==> src/rtl/a0_trace_buffer_if.sv <==
// Stream/control bundle between the a0 change-capture trace buffer (slave) and
// the core/consumer side (master).
interface a0_trace_buffer_if #(
  parameter int DATA_WIDTH  = 32,
  parameter int DEPTH       = 16,
  parameter int STAMP_WIDTH = 16
);
  localparam int CW = $clog2(DEPTH) + 1;

  logic                   en;
  logic [DATA_WIDTH-1:0]  a0;
  logic                   out_valid;
  logic                   out_ready;
  logic [DATA_WIDTH-1:0]  out_data;
  logic [STAMP_WIDTH-1:0] out_stamp;
  logic [CW-1:0]          count;
  logic                   overflow;
  logic                   clr_overflow;

  modport master (
    output en, a0, out_ready, clr_overflow,
    input  out_valid, out_data, out_stamp, count, overflow
  );

  modport slave (
    input  en, a0, out_ready, clr_overflow,
    output out_valid, out_data, out_stamp, count, overflow
  );
endinterface

==> src/rtl/a0_trace_buffer.sv <==
// Captures every change of the core's a0 into a FIFO drained by a valid/ready stream.
// Define A0_TRACE_STAMP_EN to build the cycle timestamp counter and per-entry stamps.
module a0_trace_buffer #(
  parameter int DATA_WIDTH  = 32,
  parameter int DEPTH       = 16,
  parameter int STAMP_WIDTH = 16
) (
  input logic               clk,
  input logic               rst,
  a0_trace_buffer_if.slave  bus
);
  localparam int AW = $clog2(DEPTH);
  localparam int CW = AW + 1;

  logic [DATA_WIDTH-1:0] r_mem [DEPTH];
  logic [AW-1:0]         r_rd_ptr;
  logic [AW-1:0]         r_wr_ptr;
  logic [CW-1:0]         r_count;
  logic                  r_overflow;
  logic [DATA_WIDTH-1:0] r_last;
  logic                  r_last_valid;

  logic w_out_valid;
  logic w_cap;
  logic w_pop;
  logic w_full;
  logic w_push;
  logic w_drop;

  assign w_out_valid = (r_count != '0);
  assign w_cap       = bus.en && (!r_last_valid || (bus.a0 != r_last));
  assign w_pop       = w_out_valid && bus.out_ready;
  assign w_full      = (r_count == CW'(DEPTH));
  // A full FIFO still accepts when the head leaves in the same cycle.
  assign w_push      = w_cap && (!w_full || w_pop);
  assign w_drop      = w_cap && !w_push;

  always_ff @(posedge clk) begin
    if (!rst) begin
      r_rd_ptr     <= '0;
      r_wr_ptr     <= '0;
      r_count      <= '0;
      r_overflow   <= 1'b0;
      r_last       <= '0;
      r_last_valid <= 1'b0;
    end else begin
      // last tracks the captured value even when its push is dropped
      if (w_cap) begin
        r_last       <= bus.a0;
        r_last_valid <= 1'b1;
      end
      if (w_push) r_wr_ptr <= r_wr_ptr + 1'b1;
      if (w_pop)  r_rd_ptr <= r_rd_ptr + 1'b1;
      case ({w_push, w_pop})
        2'b10:   r_count <= r_count + 1'b1;
        2'b01:   r_count <= r_count - 1'b1;
        default: r_count <= r_count;
      endcase
      if (w_drop)                r_overflow <= 1'b1;
      else if (bus.clr_overflow) r_overflow <= 1'b0;
    end
  end

  always_ff @(posedge clk) begin
    if (rst && w_push) r_mem[r_wr_ptr] <= bus.a0;
  end

  assign bus.out_valid = w_out_valid;
  assign bus.out_data  = w_out_valid ? r_mem[r_rd_ptr] : '0;
  assign bus.count     = r_count;
  assign bus.overflow  = r_overflow;

`ifdef A0_TRACE_STAMP_EN
  logic [STAMP_WIDTH-1:0] r_stamp_ctr;
  logic [STAMP_WIDTH-1:0] r_stamp_mem [DEPTH];

  always_ff @(posedge clk) begin
    if (!rst) r_stamp_ctr <= '0;
    else      r_stamp_ctr <= r_stamp_ctr + 1'b1;
  end

  always_ff @(posedge clk) begin
    if (rst && w_push) r_stamp_mem[r_wr_ptr] <= r_stamp_ctr;
  end

  assign bus.out_stamp = w_out_valid ? r_stamp_mem[r_rd_ptr] : '0;
`else
  assign bus.out_stamp = {STAMP_WIDTH{1'b0}};
`endif
endmodule

==> src/flat_wrapper.sv <==
// flat-port wrapper written by rule: the top's interface ports become plain ports
module a0_trace_buffer_flat 
#(
  parameter int DATA_WIDTH  = 32,
  parameter int DEPTH       = 16,
  parameter int STAMP_WIDTH = 16
)
  (clk, rst, bus_en, bus_a0, bus_out_ready, bus_clr_overflow, bus_out_valid, bus_out_data, bus_out_stamp, bus_count, bus_overflow);
  a0_trace_buffer_if #(.DATA_WIDTH(DATA_WIDTH), .DEPTH(DEPTH), .STAMP_WIDTH(STAMP_WIDTH)) bus_i ();
  input logic clk;
  input logic rst;
  input wire logic [$bits(bus_i.en)-1:0] bus_en;
  input wire logic [$bits(bus_i.a0)-1:0] bus_a0;
  input wire logic [$bits(bus_i.out_ready)-1:0] bus_out_ready;
  input wire logic [$bits(bus_i.clr_overflow)-1:0] bus_clr_overflow;
  output wire logic [$bits(bus_i.out_valid)-1:0] bus_out_valid;
  output wire logic [$bits(bus_i.out_data)-1:0] bus_out_data;
  output wire logic [$bits(bus_i.out_stamp)-1:0] bus_out_stamp;
  output wire logic [$bits(bus_i.count)-1:0] bus_count;
  output wire logic [$bits(bus_i.overflow)-1:0] bus_overflow;
  assign bus_i.en = bus_en;
  assign bus_i.a0 = bus_a0;
  assign bus_i.out_ready = bus_out_ready;
  assign bus_i.clr_overflow = bus_clr_overflow;
  assign bus_out_valid = bus_i.out_valid;
  assign bus_out_data = bus_i.out_data;
  assign bus_out_stamp = bus_i.out_stamp;
  assign bus_count = bus_i.count;
  assign bus_overflow = bus_i.overflow;
  a0_trace_buffer #(.DATA_WIDTH(DATA_WIDTH), .DEPTH(DEPTH), .STAMP_WIDTH(STAMP_WIDTH)) u_core (.clk(clk), .rst(rst), .bus(bus_i));
endmodule
==> config.mk <==
export PLATFORM = sky130hd
export DESIGN_NAME = a0_trace_buffer_flat
export DESIGN_NICKNAME = d
export VERILOG_FILES = /design/src/rtl/a0_trace_buffer_if.sv /design/src/rtl/a0_trace_buffer.sv /design/src/flat_wrapper.sv
export SDC_FILE = /design/constraint.sdc
export NUM_CORES = 1
export LEC_CHECK = 0
export ABC_AREA = 1
export BUFFER_PORTS_ARGS = -buffer_cell sky130_fd_sc_hd__buf_4
export CAP_MARGIN = 20
export CORE_ASPECT_RATIO = 1.5
export CORE_MARGIN = 4
export CORE_UTILIZATION = 60
export DETAILED_ROUTE_END_ITERATION = 12
export PLACE_DENSITY_LB_ADDON = 0.1
export SLEW_MARGIN = 25
export SYNTH_ARGS = -nofsm -noshare
export SYNTH_HDL_FRONTEND = slang
export SYNTH_SLANG_ARGS = --single-unit
==> constraint.sdc <==
create_clock -name clk -period 6.5 [get_ports clk]
set_input_delay 0 -clock clk [delete_from_list [all_inputs] [get_ports clk]]
set_output_delay 0 -clock clk [all_outputs]
set_load 0.02 [all_outputs]
==> impl_metrics.toml <==
[global_routing]
globalRouteTotalUtil_pct = 27.7
first_global_vias = 14800
grt_overflow = 0
grt_start_max_net_pins = 110
antenna_found_initial = 0
grt_pass1_wl_um = 87500

[sta]
period_minus_slack_ns = 4.04
slew_headroom_pct = 35.7
hold_viol_final = 0
worst_pin_slew_ns = 0.965
finalCritPeriodShare_pct = 62.2
timing.fmax_ghz = 0.247
rsz0062_at_grt = "false"
clock_skew_ns = 0.0244
timing.setup.tns_ns = 0
drv_slew = 0
setup_violations = 0

[yosys]
synthDominantCellAreaShare_pct = 68.1
seq_area_frac_synth_pct = 72.6
netlist_instances = 1795
synth.area.top_cells = "edfxtp_1 (68%), o21ai_0 (6.3%), nor2_1 (6.0%), dfxtp_1 (4.5%), o221ai_1 (3.5%)"
synth_compound_area_share_pct = 13.1
yosysWarnings = 0
synth_top_family_by_area = "compound AO/OA/AOI/OAI gates"
synth_mux_area_share_pct = 0
synth_area_per_cell_um2 = 12.6
netlist.top_cell.by_area = "edfxtp_1"
ys_seq_elements = 563
synth.distinct_cells = 37
yosys.area_share.simple_pct = 9.07
netlist_area_um2 = 22600
yosys.area_share.adder_pct = 0.532
synth_xor_area_share_pct = 0.582

[setup_path]
required_ns = 6.50
arrival_ns = 4.04
crit_type = "flop to output pin"
path_common_cell = "buf_4"
critPathSlowestCell = "dfxtp_4"
crit_path_cell_trace = "clkinv_2 > buf_4 > o21ai_0 > o221ai_1 > nand3_1 > a21oi_1 > buf_4"
slowest_delay_ns = 0.93
r2r_start = "u_core.r_last[19]"
crit_fanout = 81
startpoint_type = "flop"
critPathCaptureType = "output pin"

[clock_tree]
clk_path_buf_depth = 3
clkLatencyLatePin_ns = 0.58
root_buffer = "clkbuf_16"
cts_inserted_buffers = 50
clock-sinks = 563
post_cts_buffers = 0
cts_resized = 0
clk_pin_slew_ns = 0.07
cts_tree = "yes"
cts-htree-levels = 2

[pwr]
powerDensity_nw_per_um2 = 342
switching_share_pct = 29.5
p_sw_w = 0.00258
intPower_w = 0.00615
ir_drop_mv = 0.253
seqPwrFrac_pct = 47.3
pwr-share-comb_pct = 20.3
power_frac_clock_pct = 32.5
p_leak_nw = 8.60

[floorplanning]
die_x_um = 166
row_count = 86
ios = 92
die_area_um2 = 40900
chipHeight_um = 246
core-area_um2 = 37000
initial_core_util_pct = 61.0

[routing]
ant_nets = 0
wl_per_cell_um = 24.1
vias = 15000
drt_iter0_drc = 1841
first_pass_iters = 6
via_per_inst = 6.26
route.detailed.drc = 0
drt_wl_total_um = 57700

[final_layout]
drive_gt1_share_pct = 11.6
post-route-util_pct = 69.0
num_antenna_cells = 0
final_nets = 1919
stdcell_count = 2393
area_growth_pct = 13.1
final_area_um2 = 25500

[placed_design]
place_inst = 2268
dpl-instance-area_um2 = 23600
io_buffers = 75
gp_congestion = 0.789
hpwl_um = 31000

[flow_run]
cap_violations = 0

[status]
outcome = "complete, no violations"

[min_path]
hp-class = "input pin to flop"
hold_start = "bus_a0[27]"
-- worst max-delay path: cells and delay by family (launching register included) --
family,cells,cell delay [ns]
AO/OA/AOI/OAI,3,0.50
buffers and inverters,3,1.74
flip-flops,1,0.93
AND/OR/NAND/NOR,1,0.20
-- placed cells by master (no fill, tap or decap), drive strengths merged --
master,Yosys,routed
buf,69,108
bufinv,0,3
o221ai,90,90
clkinvlp,0,1
nand2,73,73
dfxtp,51,51
a21oi,61,61
a21o,1,1
inv,56,57
clkinv,1,19
nand4,6,6
nand3,54,54
nor3,5,5
xnor2,11,11
xor2,4,4
ha,8,8
conb,1,16
edfxtp,512,512
a31oi,1,1
or2,3,3
dlygate4sd3,0,37
fa,1,1
clkbuf,65,65
o21ai,317,317
nor2,366,366
nor4,1,1
o22ai,38,38
-- synthesized netlist by cell type --
cell and n:
a21oi_1 53, nand4_1 6, buf_1 6, inv_2 7, nor4_2 1, a31oi_1 1, nand2_2 5, o22ai_1 38
xnor2_1 11, edfxtp_1 512, clkinv_1 1, buf_12 2, inv_1 49, nand3_1 54, nor2_1 363, or2_0 2
o21ai_1 33, o221ai_1 90, dfxtp_1 51, a21oi_2 8, ha_1 8, nand2_4 1, a21o_1 1, clkbuf_2 1
nor2_2 1, nand2_1 67, buf_4 23, o21ai_0 284, conb_1 1, nor3_1 5, nor2_4 2, or2_1 1
clkbuf_1 64, xor2_1 4, buf_2 32, fa_1 1, buf_6 6
-- layer usage --
metal	up-vias	track usage, %	wire (µm)
met5	-	0	0
met4	0	8.64	1710
met3	123	3.96	4460
met2	681	47.2	28900
met1	7459	37.4	22600
li1	6724	-	-
-- repair_timing --
action                                 in CTS  in global routing
endpoints found under the hold margin     561                  0
setup endpoints to repair                   0                  0
hold buffers                               37                  0
-- power groups by stage --
stage	registers, W	logic (W)	clock network [W]
after floorplan	0.00413	0.00117	0
after global placement	0.00420	0.00169	0
after detailed placement	0.00420	0.00174	0
after CTS	0.00412	0.00176	0.00287
after global routing	0.00413	0.00193	0.00301
final	0.00412	0.00177	0.00283
-- registers in the layout, indices dropped and copies added (netlist names), named ones only --
name                 count
u_core.bus.overflow      1
u_core.r_rd_ptr          4
u_core.bus.count         5
u_core.r_wr_ptr          4
u_core.r_mem           512
u_core.r_last           32
u_core.r_last_valid      1
-- stage by stage --
| stage | worst slack (ns) | total power, W | hold slack (ns) |
|---|---|---|---|
| 2_1_floorplan | 2.71 | 0.00530 | 0.0989 |
| 3_3_place_gp | 3.06 | 0.00589 | 0.257 |
| 3_5_place_dp | 3.05 | 0.00594 | 0.262 |
| 4_1_cts | 2.44 | 0.00875 | 0.291 |
| 5_1_grt | 2.19 | 0.00907 | 0.336 |
| 6_report | 2.46 | 0.00872 | 0.320 |
-- logic make-up (layout without fill, tap and decap cells) --
kind of cell    Yosys count  after routing
compound gates          508            508
fa+ha+maj                 9              9
flops                   563            563
buf+inv                 191            290
xor+xnor                 15             15
simple gates            508            508
other cells               1             16
-- final timing paths --
kind	end	slack (ns)	cells past startpoint
max	bus_out_data[19]	2.46	7
max reg2reg	u_core.r_mem[10][16]	3.15	14
min reg2reg	u_core.r_last[31]	0.46	2
min	u_core.r_mem[11][27]	0.32	2
-- area by class of cell --
| cell class | instances | area, µm² |
|---|---|---|
| clock buffer | 65 | 1340 |
| fill | 2668 | 11500 |
| tap | 484 | 606 |
| clock inverter | 23 | 186 |
| sequential | 563 | 16400 |
| timing repair buffer | 145 | 1350 |
| multi-input combinational | 1056 | 5430 |
| inverter | 57 | 220 |
Note: power is estimated with default switching activity, not from simulation.
